### src/rtl/jvm_pkg.sv
// Shared definitions for the JVM front end: fetch FSM states, opcode constants
// and the big-endian byte-lane select used by the bytecode fetch path.
package jvm_pkg;

  typedef enum logic [1:0] {
    StIdle,
    StReq,
    StWait,
    StDeliver
  } fetch_state_t;

  // Prefix opcode that widens the operand of the following instruction.
  localparam logic [7:0] OPC_WIDE = 8'hC4;

  // Offset 0 is the most significant byte of the word.
  function automatic logic [7:0] byte_lane(input logic [31:0] word, input logic [1:0] offset);
    logic [7:0] lane;
    unique case (offset)
      2'd0:    lane = word[31:24];
      2'd1:    lane = word[23:16];
      2'd2:    lane = word[15:8];
      default: lane = word[7:0];
    endcase
    return lane;
  endfunction

endpackage

### src/rtl/fetch_line_buffer.sv
// One-word line buffer in front of the code RAM: holds the last fetched word
// and its word address, reports a hit for the current PC and selects its byte.
module fetch_line_buffer
  import jvm_pkg::*;
#(
  parameter int unsigned WordAddrWidth = 8
) (
  input  logic                     clk_i,
  input  logic                     rst_i,
  input  logic                     clear_i,
  input  logic                     load_i,
  input  logic [WordAddrWidth-1:0] load_addr_i,
  input  logic [31:0]              load_data_i,
  input  logic [WordAddrWidth-1:0] lookup_addr_i,
  input  logic [1:0]               offset_i,
  output logic                     hit_o,
  output logic [7:0]               byte_o
);

  logic [31:0]              buf_data_q, buf_data_d;
  logic [WordAddrWidth-1:0] buf_addr_q, buf_addr_d;
  logic                     buf_valid_q, buf_valid_d;

  // Clear wins over a load so an aborted fetch never leaves a valid line behind.
  always_comb begin
    buf_data_d  = buf_data_q;
    buf_addr_d  = buf_addr_q;
    buf_valid_d = buf_valid_q;
    if (clear_i) begin
      buf_valid_d = 1'b0;
    end else if (load_i) begin
      buf_data_d  = load_data_i;
      buf_addr_d  = load_addr_i;
      buf_valid_d = 1'b1;
    end
  end

  // Buffer state registers.
  always_ff @(posedge clk_i or posedge rst_i) begin
    if (rst_i) begin
      buf_data_q  <= '0;
      buf_addr_q  <= '0;
      buf_valid_q <= 1'b0;
    end else begin
      buf_data_q  <= buf_data_d;
      buf_addr_q  <= buf_addr_d;
      buf_valid_q <= buf_valid_d;
    end
  end

  assign hit_o  = buf_valid_q && (buf_addr_q == lookup_addr_i);
  assign byte_o = byte_lane(buf_data_q, offset_i);

endmodule

### src/rtl/bytecode_fetch.sv
// Byte-serial bytecode fetch unit: delivers one code byte per start request,
// reading 32-bit words from a synchronous RAM through a one-word line buffer.
module bytecode_fetch
  import jvm_pkg::*;
#(
  parameter int unsigned SIZE          = 1024,
  parameter int unsigned ADDRESS_WIDTH = 10
) (
  input  logic                     clk,
  input  logic                     reset,
  input  logic                     start,
  input  logic                     pc_reset,
  output logic                     ready,
  output logic [7:0]               next_byte,
  output logic                     end_of_code,
  output logic [ADDRESS_WIDTH:0]   pc,
  output logic                     mem_rd_en,
  output logic [ADDRESS_WIDTH-3:0] mem_addr,
  input  logic [31:0]              mem_rdata
);

  localparam int unsigned PcWidth   = ADDRESS_WIDTH + 1;
  localparam int unsigned WordWidth = ADDRESS_WIDTH - 2;
  localparam logic [PcWidth-1:0] SizePc = PcWidth'(SIZE);

  fetch_state_t           state_q, state_d;
  logic [PcWidth-1:0]     pc_q, pc_d;
  logic                   ready_q, ready_d;
  logic [7:0]             next_byte_q, next_byte_d;
  logic                   eoc_q, eoc_d;
  logic                   rd_en_q, rd_en_d;
  logic [WordWidth-1:0]   mem_addr_q, mem_addr_d;

  logic [WordWidth-1:0]   word_addr;
  logic [1:0]             byte_offset;
  logic                   buf_hit;
  logic [7:0]             buf_byte;
  logic                   buf_load;

  assign word_addr   = pc_q[ADDRESS_WIDTH-1:2];
  assign byte_offset = pc_q[1:0];
  // The PC cannot move between REQ and WAIT, so the issued address tags the line.
  assign buf_load    = (state_q == StWait) && !pc_reset;

  fetch_line_buffer #(
    .WordAddrWidth(WordWidth)
  ) u_line_buffer (
    .clk_i        (clk),
    .rst_i        (reset),
    .clear_i      (pc_reset),
    .load_i       (buf_load),
    .load_addr_i  (mem_addr_q),
    .load_data_i  (mem_rdata),
    .lookup_addr_i(word_addr),
    .offset_i     (byte_offset),
    .hit_o        (buf_hit),
    .byte_o       (buf_byte)
  );

  // Next-state and registered-output logic; ready and mem_rd_en are computed
  // one cycle early so they appear in the DELIVER and REQ cycles respectively.
  always_comb begin
    state_d     = state_q;
    pc_d        = pc_q;
    ready_d     = 1'b0;
    next_byte_d = next_byte_q;
    eoc_d       = eoc_q;
    rd_en_d     = 1'b0;
    mem_addr_d  = mem_addr_q;
    if (pc_reset) begin
      state_d = StIdle;
      pc_d    = '0;
    end else begin
      unique case (state_q)
        StIdle: begin
          if (start) begin
            if (pc_q >= SizePc) begin
              state_d     = StDeliver;
              ready_d     = 1'b1;
              eoc_d       = 1'b1;
              next_byte_d = 8'h00;
            end else if (buf_hit) begin
              state_d     = StDeliver;
              ready_d     = 1'b1;
              eoc_d       = 1'b0;
              next_byte_d = buf_byte;
            end else begin
              state_d    = StReq;
              rd_en_d    = 1'b1;
              mem_addr_d = word_addr;
            end
          end
        end
        StReq: begin
          state_d = StWait;
        end
        StWait: begin
          state_d     = StDeliver;
          ready_d     = 1'b1;
          eoc_d       = 1'b0;
          next_byte_d = byte_lane(mem_rdata, byte_offset);
        end
        StDeliver: begin
          state_d = StIdle;
          // Saturate at SIZE; the end-of-code delivery leaves the PC alone.
          if (!eoc_q && (pc_q < SizePc)) begin
            pc_d = pc_q + 1'b1;
          end
        end
        default: begin
          state_d = StIdle;
        end
      endcase
    end
  end

  // FSM state and all output registers.
  always_ff @(posedge clk or posedge reset) begin
    if (reset) begin
      state_q     <= StIdle;
      pc_q        <= '0;
      ready_q     <= 1'b0;
      next_byte_q <= 8'h00;
      eoc_q       <= 1'b0;
      rd_en_q     <= 1'b0;
      mem_addr_q  <= '0;
    end else begin
      state_q     <= state_d;
      pc_q        <= pc_d;
      ready_q     <= ready_d;
      next_byte_q <= next_byte_d;
      eoc_q       <= eoc_d;
      rd_en_q     <= rd_en_d;
      mem_addr_q  <= mem_addr_d;
    end
  end

  assign ready       = ready_q;
  assign next_byte   = next_byte_q;
  assign end_of_code = eoc_q;
  assign pc          = pc_q;
  assign mem_rd_en   = rd_en_q;
  assign mem_addr    = mem_addr_q;

endmodule

### config.mk
export PLATFORM = sky130hd
export DESIGN_NAME = bytecode_fetch
export DESIGN_NICKNAME = d
export VERILOG_FILES = /design/src/rtl/jvm_pkg.sv /design/src/rtl/fetch_line_buffer.sv /design/src/rtl/bytecode_fetch.sv
export SDC_FILE = /design/constraint.sdc
export NUM_CORES = 1
export LEC_CHECK = 0
export CAP_MARGIN = 5
export CORE_ASPECT_RATIO = 0.5
export CORE_MARGIN = 10
export CORE_UTILIZATION = 35
export CTS_CLUSTER_SIZE = 30
export DETAILED_ROUTE_END_ITERATION = 7
export SLEW_MARGIN = 20
export SYNTH_ARGS = -nofsm -noshare
export SYNTH_HDL_FRONTEND = slang
export SYNTH_SLANG_ARGS = --single-unit
### constraint.sdc
create_clock -name clk -period 3.37 [get_ports clk]
set_clock_uncertainty 0.1 [all_clocks]
set_input_delay 0.8425 -clock clk [delete_from_list [all_inputs] [get_ports clk]]
set_output_delay 0.8425 -clock clk [all_outputs]
set_load 0.005 [all_outputs]
Yosys cells after proc, flatten, opt, wreduce, memory -nomap -nowiden --
Cells that the tools add are included.
Word-level totals: flip-flop bits (word level) 73, output and inout port bits 30
Cells by class: magnitude comparators 2, add/subtract/negate cells 1, bitwise gates (word level) 3, eq/ne operators 9, mux-type cells 30, reductions and logical operators 15
Operator list (count):
- 8-bit one-hot mux with 3 select lines | 2
- 11-bit two-way mux | 3
- 8-bit two-way mux | 3
- 8-bit one-hot mux with 2 select lines | 1
- 1-bit two-way mux | 14
- 11-bit by 1-bit adder with 11-bit output, second input constant | 1
- 11-bit greater-or-equal comparator, second input constant | 1
- 11-bit less-than comparator, second input constant | 1
- 8-bit equality test | 1
- 2-bit two-way mux | 4
- 2-bit one-hot mux with 4 select lines | 1
- 2-bit nonzero test | 4
- 2-bit equality test, second input constant | 3
- 3-bit inequality test, second input constant | 2
- 5-bit AND reduction | 1
- 2-bit by 1-bit equality test with 1-bit output, second input constant | 2
- 2-bit logical NOT | 2
- 1-bit one-hot mux with 2 select lines | 2
- 2-bit AND reduction | 2
- 4-bit AND reduction | 1
- 1-bit logical AND | 3
- 1-bit inverter | 3
- 1-bit logical NOT | 2
- 2-bit inequality test, second input constant | 1

Longest topological paths before layout --
depth in word-level cells 7, depth in mapped cells 8, mapped depth without buffers 6

Modules after synthesis --
Synthesis repeated with hierarchy kept, for this count alone.
Unflattened totals: cells, all modules 287, area, all modules 3671.0 µm²
By module, submodules not included:
- fetch_line_buffer | area an instance 1854.3 µm², seq. area each 1026.0 µm², cells an instance 111, instances 1
- bytecode_fetch | area an instance 1816.7 µm², seq. area each 800.8 µm², cells an instance 176, instances 1

Worst setup path before layout --
No wires, ideal clock.
kind input -> register, start input pc_reset, end register mem_addr_q[0] (netlist: mem_addr[0]), slack 1034 ps, data required time 3145 ps, library setup time 125 ps, data arrival time 2111 ps, stages on the path 5, cell sequence clkbuf_1 -> or2_2 -> or3_1 -> buf_6 -> mux2_4
Between the ends: word-level cells in the longest chain between the ends 2
RTL lines:
- start: declaration | RTL line bytecode_fetch.sv:12 | input logic pc_reset,
- 1-bit inverter (no source line)
- 5-bit AND reduction (no source line)
- end signal: assignment | RTL line bytecode_fetch.sv:134 | mem_addr_q <= mem_addr_d;
- end: declaration | RTL line bytecode_fetch.sv:32 | logic [WordWidth-1:0] mem_addr_q, mem_addr_d;
Every way passes these cells. A chain may end at the register's enable or synchronous reset.

Worst setup path in the final report --
start input start, end register mem_addr_q[2] (netlist: mem_addr[2])
Between the ends: word-level cells in the longest chain between the ends 1
RTL lines:
- start: declaration | RTL line bytecode_fetch.sv:11 | input logic start,
- 5-bit AND reduction (no source line)
Every way passes these cells.

==> summary.txt <==
Floorplan
  – Num rows: 25
  – Die H: 90.8 um
  – Die area: 0.0147 mm^2
  – Starting Density: 36.5%
  – IO Count: 66
  – Die X: 162 um
  – Core area: between 0.009 and 0.01 mm^2

STA
  – Tmin final: 2.62 ns
  – Slew HR: 56.8%
  – Fmax: 0.381 GHz
  – Final setup fails: 0
  – Unrepaired setup endpoints after global routing: no
  – Setup ws final: roughly 0.75 ns
  – Setup TNS: 0 ns
  – Final Cycle Share: 77.9%
  – Worst slew pin tran: 0.648 ns
  – Hold Vio Cnt, Final: 0
  – Pins Over Slew Limit: 0

Synthesis
  – Syn_nets: 330
  – Post-Syn Instances: 287
  – FF+latch count, synth: 73
  – Synth async-reset ratio: between 90% and 100%
  – Cell variety after synth: 33
  – Synth warn: 0
  – Ys flop type: dfrtp_1
  – Sequential area share after synthesis: 52.1%
  – Mapped cell area: between 0.003 and 0.004 mm^2
  – Post-synth EDFFs: 0
  – Syn avg cell area: 12.2 um^2

Critical path
  – Crit path max-delay family: simple AND/OR/NAND/NOR gates
  – Slowest cell on the critical path: or3_1
  – Critical path type: in -> reg
  – Critical Path Source Type: input pin
  – Setup crit end kind: flip-flop
  – Critical Path Fanout Max: 9
  – CP Cell Sequence: clkdlybuf4s50_1 -> nand2_1 -> or2_2 -> or3_1 -> mux2_4
  – Worst path buffer plus inverter count: 1
  – Crit path required time: 3.49 ns
  – Arr. time, crit path: 2.74 ns
  – Crit-path max cell delay: about 0.59 ns

Power
  – Overall power: 0.00307 W
  – Power density over the cells: roughly 670 mW/mm^2
  – Pleak: 1.96 nW
  – IR Drop Worst-Case VDD: 0.000280 V

Place
  – DP HPWL: 6280 um
  – Pre-CTS setup slack: between 0.3 and 0.4 ns
  – PortBufs: 65
  – Gpl congestion: 0.738
  – Post-placement cell count: 472

Clocking
  – TritonCTS buffer count: 9
  – CTS tree: yes
  – CTS H-tree depth: 3
  – Max clock buf depth: 2
  – Setup Buffers After CTS: 0
  – CTS hold repair buffers: 0
  – Root Driver: clkbuf_16
  – Post_cts resized: 0
  – Clock Latency Late Sink: around 0.33 ns
  – Sink Count: 73
  – Worst-path clk slew: about 0.060 ns

Detailed routing
  – DRT antenna net count: 0
  – DR pass1 iterations: 5
  – Routed WL per cell: 17.9 um
  – Overall routed net length: around 8700 um
  – DRC Markers: 0
  – Vias/cell: around 5.2
  – Via Count: ~2.5k
  – Drt first-iter violations: approximately 170

Layout
  – Share of cells above drive strength 1: 24.1%
  – Fin util: 48.0%
  – # diodes: 0
  – Final cell count without fillers: 488
  – Area Growth Syn to Fin: 31.5%
  – Final nets: 391

GRT
  – First-pass GRT wire length: 14500 um
  – Vias in the first global route: 2735
  – Total track usage: 12.2%
  – Initial antenna violation count: 0
  – Largest net degree at the start of global routing: 74
  – GRT overflow: 0

Run
  – Max-capacitance violation count: 0

Worst hold path
  – Hold Path Class: reg -> reg

Run status
  – Status: completed
placed cells by master, fill, tap and decap left out, drive strengths merged, types with 2 or more instances in the layout:
master,instances
dfrtp,73
clkdlybuf4s50,65
mux2,57
nand2,20
nor2,18
o21ai,18
a222oi,16
clkbuf,10
xnor2,9
xor2,8
a22o,8
ha,7
inv,6
nand4,5
a21oi,5
nand2b,3
nor2b,3
clkinv,3
buf,3
or3,2
clkinvlp,2
nand3,2
nor4,2
and3,2
routing by layer:
| metal | vias to the layer above | track usage [%] | wire length, um |
|---|---|---|---|
| met1 | 1292 | 13.7 | 3620 |
| met2 | 56 | 20.7 | 4590 |
| li1 | 1168 | - | - |
| met3 | 10 | 4.00 | 364 |
| met5 | - | 0 | 0 |
| met4 | 0 | 5.65 | 141 |
where the power goes:
group	leakage, nW	switching, W	internal, W
clock network	0.145	0.000370	0.000594
registers	0.945	0.000138	0.00113
logic	0.866	0.000336	0.000500
total	1.96	0.000844	0.00223
per-stage QoR:
stage / hold WS, ns / cell area [um^2]
detailed placement: 0.396 / 4300
CTS: 0.408 / 4610
global route: 0.413 / 4610
finish: 0.404 / 4610
global placement: 0.389 / 4300
floorplan: 0.366 / 3510
registers in the layout, summed over array words and instances (netlist names):
signal,cells
u_line_buffer.buf_data_q,32
pc,11
mem_addr,8
next_byte,8
u_line_buffer.buf_addr_q,8
state_q,2
end_of_code,1
mem_rd_en,1
ready,1
u_line_buffer.buf_valid_q,1
cells by family after synthesis:
kind of cell	share of synthesized area (%)
XOR/XNOR	4.25
flip-flops	52.1
multiplexers	19.2
AND/OR/NAND/NOR	8.53
adder cells (fa/ha/maj)	2.50
buffers and inverters	2.85
AO/OA/AOI/OAI	10.6
synthesized netlist by cell type, types with 2 or more instances:
cell / count / area share, %
dfrtp_1: 73 / 52
mux2_2: 49 / 16
nand2_1: 20 / 2.1
nor2_1: 18 / 1.9
o21ai_0: 18 / 2.6
a222oi_1: 16 / 4.6
clkbuf_1: 14 / 1.5
xnor2_1: 9 / 2.2
a22o_1: 8 / 2.0
mux2_4: 8 / 3.4
xor2_1: 8 / 2.0
ha_1: 7 / 2.5
inv_1: 6 / 0.64
nand4_1: 5 / 0.89
a21oi_1: 4 / 0.57
nand2b_1: 3 / 0.54
nor2b_1: 3 / 0.54
buf_2: 2 / 0.29
or3_1: 2 / 0.36
area by class of cell:
type	count	area, um^2
multi-input cells	190	1590
inverters	6	22.5
clock buffers	10	239
repair buffers	68	698
clock inverters	6	67.6
well taps	135	169
flip-flops and latches	73	1830
fillers	873	4990
path summary, 6_finish.rpt:
| check | start | endpoint | slack, ns | cells after the start |
|---|---|---|---|---|
| worst max-delay path | start | mem_addr[2] | 0.75 | 5 |
| worst min-delay path | next_byte[3] | next_byte[3] | 0.40 | 1 |
| worst max register to register | pc[0] | next_byte[2] | 1.02 | 6 |
| worst min register to register | next_byte[3] | next_byte[3] | 0.40 | 1 |
| max in group asynchronous | reset | u_line_buffer.buf_data_q[27] | 2.06 | 3 |
| min in group asynchronous | reset | pc[5] | 0.80 | 3 |
Note: power is estimated with default switching activity, not from simulation.
